`config.mk`:
```
export PLATFORM = sky130hd
export DESIGN_NAME = regfile_write_arbiter_flat
export DESIGN_NICKNAME = d
export VERILOG_FILES = /design/src/rtl/regfile_write_arbiter_if.sv /design/src/rtl/regfile_write_arbiter.sv /design/src/flat_wrapper.sv
export SDC_FILE = /design/constraint.sdc
export NUM_CORES = 1
export LEC_CHECK = 0
export ABC_AREA = 1
export BUFFER_PORTS_ARGS = -buffer_cell sky130_fd_sc_hd__buf_2
export CORE_ASPECT_RATIO = 0.75
export CORE_UTILIZATION = 40
export DETAILED_ROUTE_END_ITERATION = 16
export GPL_TIMING_DRIVEN = 1
export HOLD_SLACK_MARGIN = 0.08
export PLACE_DENSITY = 0.61
export SLEW_MARGIN = 40
export SYNTH_ARGS = -nofsm -noshare
export SYNTH_HDL_FRONTEND = slang
export SYNTH_SLANG_ARGS = --single-unit
```
`constraint.sdc`:
```
create_clock -name clk -period 6.5 [get_ports clk]
set_clock_uncertainty 0.1 [all_clocks]
set_input_delay 1.95 -clock clk [delete_from_list [all_inputs] [get_ports clk]]
set_output_delay 1.95 -clock clk [all_outputs]
set_load 0.05 [all_outputs]
```
`src/rtl/regfile_write_arbiter_if.sv`:
```
// Requester-side write bus for the register-file write arbiter.
// Handshake: a requester raises req_valid[i] with stable req_addr/req_data
// slices; a transfer happens on the rising edge where req_valid[i] and
// req_ready[i] are both high. Addr/data must not change while valid is high
// and ready is low; after a transfer the requester may drop valid or present
// the next write.
interface regfile_write_arbiter_if #(
  parameter int NUM_REQ    = 4,
  parameter int DATA_WIDTH = 8,
  parameter int ADDR_WIDTH = 4
);
  logic [NUM_REQ-1:0]            req_valid;
  logic [NUM_REQ-1:0]            req_ready;
  logic [NUM_REQ*ADDR_WIDTH-1:0] req_addr;
  logic [NUM_REQ*DATA_WIDTH-1:0] req_data;

  // Requesters drive valid/addr/data and observe ready.
  modport master (
    output req_valid,
    output req_addr,
    output req_data,
    input  req_ready
  );

  // The arbiter observes valid/addr/data and drives ready.
  modport slave (
    input  req_valid,
    input  req_addr,
    input  req_data,
    output req_ready
  );
endinterface

```
`src/rtl/regfile_write_arbiter.sv`:
```
// Round-robin arbiter sharing the single register-file write port between
// NUM_REQ writeback requesters. The winning write is registered onto the
// port (one cycle of latency). A per-register busy scoreboard is set by the
// issue stage's reservations and cleared when the write to that register is
// committed by the register file.
module regfile_write_arbiter #(
  parameter int NUM_REQ    = 4,
  parameter int DATA_WIDTH = 8,
  parameter int ADDR_WIDTH = 4,
  localparam int IDW       = $clog2(NUM_REQ),
  localparam int NREGS     = 1 << ADDR_WIDTH
) (
  input  logic                  clk,
  input  logic                  reset,
  regfile_write_arbiter_if.slave bus,
  input  logic                  reserve_valid,
  input  logic [ADDR_WIDTH-1:0] reserve_addr,
  output logic                  reserve_ok,
  output logic [NREGS-1:0]      busy,
  output logic                  reg_write,
  output logic [ADDR_WIDTH-1:0] write_reg,
  output logic [DATA_WIDTH-1:0] write_data,
  output logic [IDW-1:0]        grant_id
);

  logic [IDW-1:0]        ptr_q, ptr_d;
  logic                  reg_write_q;
  logic [ADDR_WIDTH-1:0] write_reg_q;
  logic [DATA_WIDTH-1:0] write_data_q;
  logic [IDW-1:0]        grant_id_q;
  logic [NREGS-1:0]      busy_q, busy_d;

  logic                  grant_any;
  logic [IDW-1:0]        grant_idx;
  logic [NUM_REQ-1:0]    ready;
  logic [ADDR_WIDTH-1:0] grant_addr;
  logic [DATA_WIDTH-1:0] grant_data;
  logic [ADDR_WIDTH-1:0] addr_arr [NUM_REQ];
  logic [DATA_WIDTH-1:0] data_arr [NUM_REQ];

  // Split the flattened requester buses into per-requester slices.
  always_comb begin
    for (int i = 0; i < NUM_REQ; i++) begin
      addr_arr[i] = bus.req_addr[i*ADDR_WIDTH +: ADDR_WIDTH];
      data_arr[i] = bus.req_data[i*DATA_WIDTH +: DATA_WIDTH];
    end
  end

  // Round-robin search from ptr upwards (wrapping); first valid requester wins.
  // No grant is given while reset is high.
  always_comb begin
    int            idx;
    logic [IDW-1:0] idx_v;
    grant_any  = 1'b0;
    grant_idx  = '0;
    ready      = '0;
    grant_addr = '0;
    grant_data = '0;
    idx        = 0;
    idx_v      = '0;
    for (int k = 0; k < NUM_REQ; k++) begin
      idx = int'(ptr_q) + k;
      if (idx >= NUM_REQ) idx = idx - NUM_REQ;
      idx_v = IDW'(idx);
      if (!reset && !grant_any && bus.req_valid[idx_v]) begin
        grant_any    = 1'b1;
        grant_idx    = idx_v;
        ready[idx_v] = 1'b1;
        grant_addr   = addr_arr[idx_v];
        grant_data   = data_arr[idx_v];
      end
    end
  end

  // Pointer moves just past the requester that won this cycle.
  always_comb begin
    if (grant_idx == IDW'(NUM_REQ - 1)) ptr_d = '0;
    else                                ptr_d = grant_idx + 1'b1;
  end

  // Reservation is refused while the register is still busy, including the
  // cycle in which its pending write is being committed.
  assign reserve_ok = reserve_valid & ~busy_q[reserve_addr] & ~reset;

  // Scoreboard next state: clear on commit, then set on reservation so a
  // same-edge set wins.
  always_comb begin
    busy_d = busy_q;
    if (reg_write_q) busy_d[write_reg_q] = 1'b0;
    if (reserve_ok)  busy_d[reserve_addr] = 1'b1;
  end

  // Pointer, output stage and scoreboard registers; reset drops any held write.
  always_ff @(posedge clk or posedge reset) begin
    if (reset) begin
      ptr_q        <= '0;
      reg_write_q  <= 1'b0;
      write_reg_q  <= '0;
      write_data_q <= '0;
      grant_id_q   <= '0;
      busy_q       <= '0;
    end else begin
      reg_write_q <= grant_any;
      busy_q      <= busy_d;
      if (grant_any) begin
        ptr_q        <= ptr_d;
        write_reg_q  <= grant_addr;
        write_data_q <= grant_data;
        grant_id_q   <= grant_idx;
      end
    end
  end

  assign bus.req_ready = ready;
  assign busy          = busy_q;
  assign reg_write     = reg_write_q;
  assign write_reg     = write_reg_q;
  assign write_data    = write_data_q;
  assign grant_id      = grant_id_q;

endmodule

```
`src/flat_wrapper.sv`:
```
// flat-port wrapper written by rule: the top's interface ports become plain ports
module regfile_write_arbiter_flat 
#(
  parameter int NUM_REQ    = 4,
  parameter int DATA_WIDTH = 8,
  parameter int ADDR_WIDTH = 4,
  localparam int IDW       = $clog2(NUM_REQ),
  localparam int NREGS     = 1 << ADDR_WIDTH
)
  (clk, reset, reserve_valid, reserve_addr, reserve_ok, busy, reg_write, write_reg, write_data, grant_id, bus_req_valid, bus_req_addr, bus_req_data, bus_req_ready);
  regfile_write_arbiter_if #(.NUM_REQ(NUM_REQ), .DATA_WIDTH(DATA_WIDTH), .ADDR_WIDTH(ADDR_WIDTH)) bus_i ();
  input  logic clk;
  input  logic reset;
  input  logic reserve_valid;
  input  logic [ADDR_WIDTH-1:0] reserve_addr;
  output logic reserve_ok;
  output logic [NREGS-1:0] busy;
  output logic reg_write;
  output logic [ADDR_WIDTH-1:0] write_reg;
  output logic [DATA_WIDTH-1:0] write_data;
  output logic [IDW-1:0] grant_id;
  input wire logic [$bits(bus_i.req_valid)-1:0] bus_req_valid;
  input wire logic [$bits(bus_i.req_addr)-1:0] bus_req_addr;
  input wire logic [$bits(bus_i.req_data)-1:0] bus_req_data;
  output wire logic [$bits(bus_i.req_ready)-1:0] bus_req_ready;
  assign bus_i.req_valid = bus_req_valid;
  assign bus_i.req_addr = bus_req_addr;
  assign bus_i.req_data = bus_req_data;
  assign bus_req_ready = bus_i.req_ready;
  regfile_write_arbiter #(.NUM_REQ(NUM_REQ), .DATA_WIDTH(DATA_WIDTH), .ADDR_WIDTH(ADDR_WIDTH)) u_core (.clk(clk), .reset(reset), .bus(bus_i), .reserve_valid(reserve_valid), .reserve_addr(reserve_addr), .reserve_ok(reserve_ok), .busy(busy), .reg_write(reg_write), .write_reg(write_reg), .write_data(write_data), .grant_id(grant_id));
endmodule
```
==> results by stage <==
Flow run:
- The number of maximum-capacitance violations is 0.

Die:
- The initial utilization of the core area, before any placement, comes to 0.413.
- After floorplanning, the core was divided into 29 placement rows.
- The die span in x is 110 um.
- The die outline area is 9160 um^2.
- The floorplan step set the die height to 83.1 um.
- In this run the standard cell core region covers 8490 um^2.
- The number of top-level pins is 95.

Layout:
- Of the cells placed in the final design, the portion with a size suffix greater than 1 is 0.244.
- The register with the most flip-flops in the layout has 16 of them.
- In the final layout, flip-flops and latches occupy 827 um^2.
- The filler cells instantiated in the layout total 902.
- The finished layout holds 749 standard cells, fillers aside.
- Summing all non-filler instances in the final layout gives an area of 4150 um^2.
- Relative to the synthesized area, the layout overhead comes to 18.2%.
- After the last flow step, the layout net total stands at 706.
- The multi-input combinational cells in the finished layout cover a total of 2290 um^2.

Critical path:
- The top cell family by delay on the critical path is buffers and inverters.
- The worst setup path is launched from an input port.
- STA puts the critical path data arrival time at 3.67 ns.
- The signal on the critical path passes through buf_2 -> clkinv_1 -> buf_4 -> nand2_1 -> inv_2 -> nand2_1 -> o21ai_1 -> a21oi_1 -> o21ai_1 -> buf_2.
- Among all stages on the critical path, the largest delay is contributed by sky130_fd_sc_hd__buf_4.
- By startpoint and endpoint, the worst setup path is classified as input port to output port.
- The launch point of the worst path is reset.
- Together, buffers and inverters on the worst path number 5.
- Data on the critical path is required at its endpoint by 4.45 ns.
- The largest driver fanout on the critical path is 37.
- The kind of end point of the critical path is an output port.
- In this design, the stage delay of the slowest critical-path cell is 0.44 ns.

GRT:
- For this run, the total global-route usage over all layers was measured as 0.233.
- Entering global routing, the biggest net connects 66 pins.
- The first-pass GRT wire length is 16,800 um.
- The via count of the first global-routing pass is 3,533.
- The global-route congestion overflow total is 0.
- The number of antenna violations at the first check in global routing came to 1.

Placement:
- The placed instances occupy a cell area of 3980 um^2.
- Buffers placed on the I/O ports in this run total 94.
- Routability-driven placement finished with a final weighted congestion of 0.944.
- The HPWL after detailed placement is 7640 um.
- The number of placed cells counting well taps is 740.
- OpenSTA, run right after detailed placement, puts the worst setup slack at 0.775 ns.

Clock tree:
- The latest clock arrival within the worst-skew pair is 0.28 ns.
- The setup fix buffers added after clock tree synthesis is 0.
- The clock passes through at most 2 buffers.
- CTS built an H-tree with a depth of 2.
- The post-cts repair resize count is 0.
- The tree is rooted in a sky130_fd_sc_hd__clkbuf_16.
- The number of buffers inserted for hold repair after clock tree synthesis is 0.
- The clock tree from TritonCTS is yes.
- Clock tree synthesis found a total of 33 sinks.
- Clock-pin slew was measured on the worst setup and hold paths at 0.05 ns.
- TritonCTS created 5 clock buffers.

Drt:
- The sum of routed wire length over all layers is 10,300 um.
- After the first detailed-routing iteration, the DRC count stood at 230.
- The number of remaining DRC errors is 0.
- The number of detailed-routing iterations run before antenna repair is 5.
- In the routed layout, each cell is associated on average with a via count of 5.30.
- Dividing the detail-routed wire length by the instance count gives 13.8 um.
- Detailed routing inserted a total of 3,967 vias.
- The number of nets with antenna violations after routing is 0.

STA:
- Dividing the final minimum period by the clock period gives 0.880.
- Summed over all failing endpoints, the final setup total negative slack is 0 ns.
- The relative max-transition margin is 0.624.
- Setup violations remaining at the end of the flow were counted as 0.
- The hold violation count in the final report came to 0.
- The worst path in the final design needs a cycle of 5.72 ns, including I/O delays and setup.
- The max-slew violation total from the final report is 0.
- Setup slack closes at 0.781 ns.
- The highest clock rate is 175 MHz.
- Setup repair after global routing left no endpoint under its margin.
- The worst hold margin is 0.377 ns.
- The transition at the pin with the smallest max-transition slack is 0.564 ns.

Synthesis:
- The synthesized instance count is 563.
- Of all flip-flops after synthesis, the portion carrying an async set or reset was 1.00.
- The dominant cell by count in the synthesized netlist is sky130_fd_sc_hd__nand2_1.
- The most used flip-flop cell after synthesis is sky130_fd_sc_hd__dfrtp_1.
- The post-synth net total is 630.
- The post-synthesis sequential area ratio is 0.235.
- The average footprint of a synthesized cell is 6.24 um^2.
- Counting flops with a built-in enable in the synthesized netlist gives 0.
- The register bit total from synthesis is 33.
- By count the netlist is led by sky130_fd_sc_hd__nand2_1, sky130_fd_sc_hd__o21ai_0, sky130_fd_sc_hd__inv_1, sky130_fd_sc_hd__nand3_1, sky130_fd_sc_hd__dfrtp_1.
- The library cell with the largest summed area after synthesis is sky130_fd_sc_hd__dfrtp_1.
- Counting distinct cell types in the post-synthesis netlist gives 39.
- The top-area cell type share of the netlist area is 0.235.
- The cell area after technology mapping is 3510 um^2.
- By area the synthesized netlist is led by sky130_fd_sc_hd__dfrtp_1, sky130_fd_sc_hd__nand2_1, sky130_fd_sc_hd__o21ai_0.
- Yosys printed 0 warnings.

Power:
- Power spread over the standard cell area amounts to 570 nW/um^2.
- The analysis attributes to cell leakage a power of 2.11 nW.
- The largest voltage drop on the vdd net is 346 uV.

Run status:
- The flow ran to the end, and the final reports show no timing, DRC or antenna violations.

Hold path:
- The hold path startpoint is u_core.grant_id[0].
- The class of the worst hold path is register to register.
worst min-delay path, stage by stage (launching register included):
cell and delay [ns]:
sky130_fd_sc_hd__dfrtp_1 0.33, sky130_fd_sc_hd__nand2_1 0.06, sky130_fd_sc_hd__nand2_1 0.06
layer usage:
layer  global-route usage  part of all wire  up-vias
met3               0.0495             0.065       11
met4               0.0502             0.011        0
met5                    0                 0        -
met1                0.338              0.50     1817
met2                0.352              0.43      135
li1                     -                 -     2004
metrics by stage:
step / utilization / total power, mW
after floorplan: - / 1.77
after global placement: 0.468 / 2.06
after detailed placement: 0.468 / 2.09
after CTS: 0.489 / 2.37
after global routing: 0.489 / 2.57
final: 0.489 / 2.37
cell usage in the layout (no fill, tap or decap), types with 5 or more instances in the layout:
cell type | synthesis | routed
sky130_fd_sc_hd__a21oi_1 | 16 | 16
sky130_fd_sc_hd__buf_2 | 12 | 94
sky130_fd_sc_hd__buf_4 | 2 | 5
sky130_fd_sc_hd__clkbuf_16 | 0 | 5
sky130_fd_sc_hd__dfrtp_1 | 33 | 32
sky130_fd_sc_hd__ha_1 | 8 | 8
sky130_fd_sc_hd__inv_1 | 45 | 45
sky130_fd_sc_hd__inv_2 | 7 | 7
sky130_fd_sc_hd__nand2_1 | 196 | 196
sky130_fd_sc_hd__nand2_2 | 6 | 6
sky130_fd_sc_hd__nand3_1 | 34 | 34
sky130_fd_sc_hd__nand3_2 | 14 | 14
sky130_fd_sc_hd__nor2_1 | 23 | 23
sky130_fd_sc_hd__o211ai_1 | 12 | 12
sky130_fd_sc_hd__o21ai_0 | 90 | 90
sky130_fd_sc_hd__o21ai_1 | 9 | 9
final timing paths:
kind,end,slack (ns),cells after the start
setup / recovery,bus_req_ready[1],0.78,10
hold / removal,u_core.grant_id[0],0.38,2
setup reg to reg,u_core.write_reg[2],3.33,10
hold reg to reg,u_core.grant_id[0],0.38,2
max in group asynchronous,async pin,4.17,3
min in group asynchronous,u_core.busy[13],1.78,3
where the power goes:
group          leakage (nW)  internal, mW  total, mW  switching [mW]
combinational          1.62         0.443       1.69            1.25
clock                0.0841         0.191      0.276          0.0846
sequential            0.402         0.308      0.400          0.0917
final cells by class:
cell class	count	area share
Antenna cell	1	0.000603
Clock buffer	7	0.0344
Clock inverter	1	0.00724
Timing Repair Buffer	99	0.122
Tap cell	108	0.0326
Inverter	55	0.0506
Sequential cell	33	0.199
Multi-Input combinational cell	445	0.553
cell families after synthesis:
| family | count (synthesis) | synth area share |
|---|---|---|
| AO/OA/AOI/OAI | 146 | 0.241 |
| adder cells (fa/ha/maj) | 8 | 0.0285 |
| multiplexers | 1 | 0.00285 |
| buffers and inverters | 85 | 0.111 |
| AND/OR/NAND/NOR | 290 | 0.381 |
| flip-flops | 33 | 0.235 |
(Power assumes the default switching activity.)
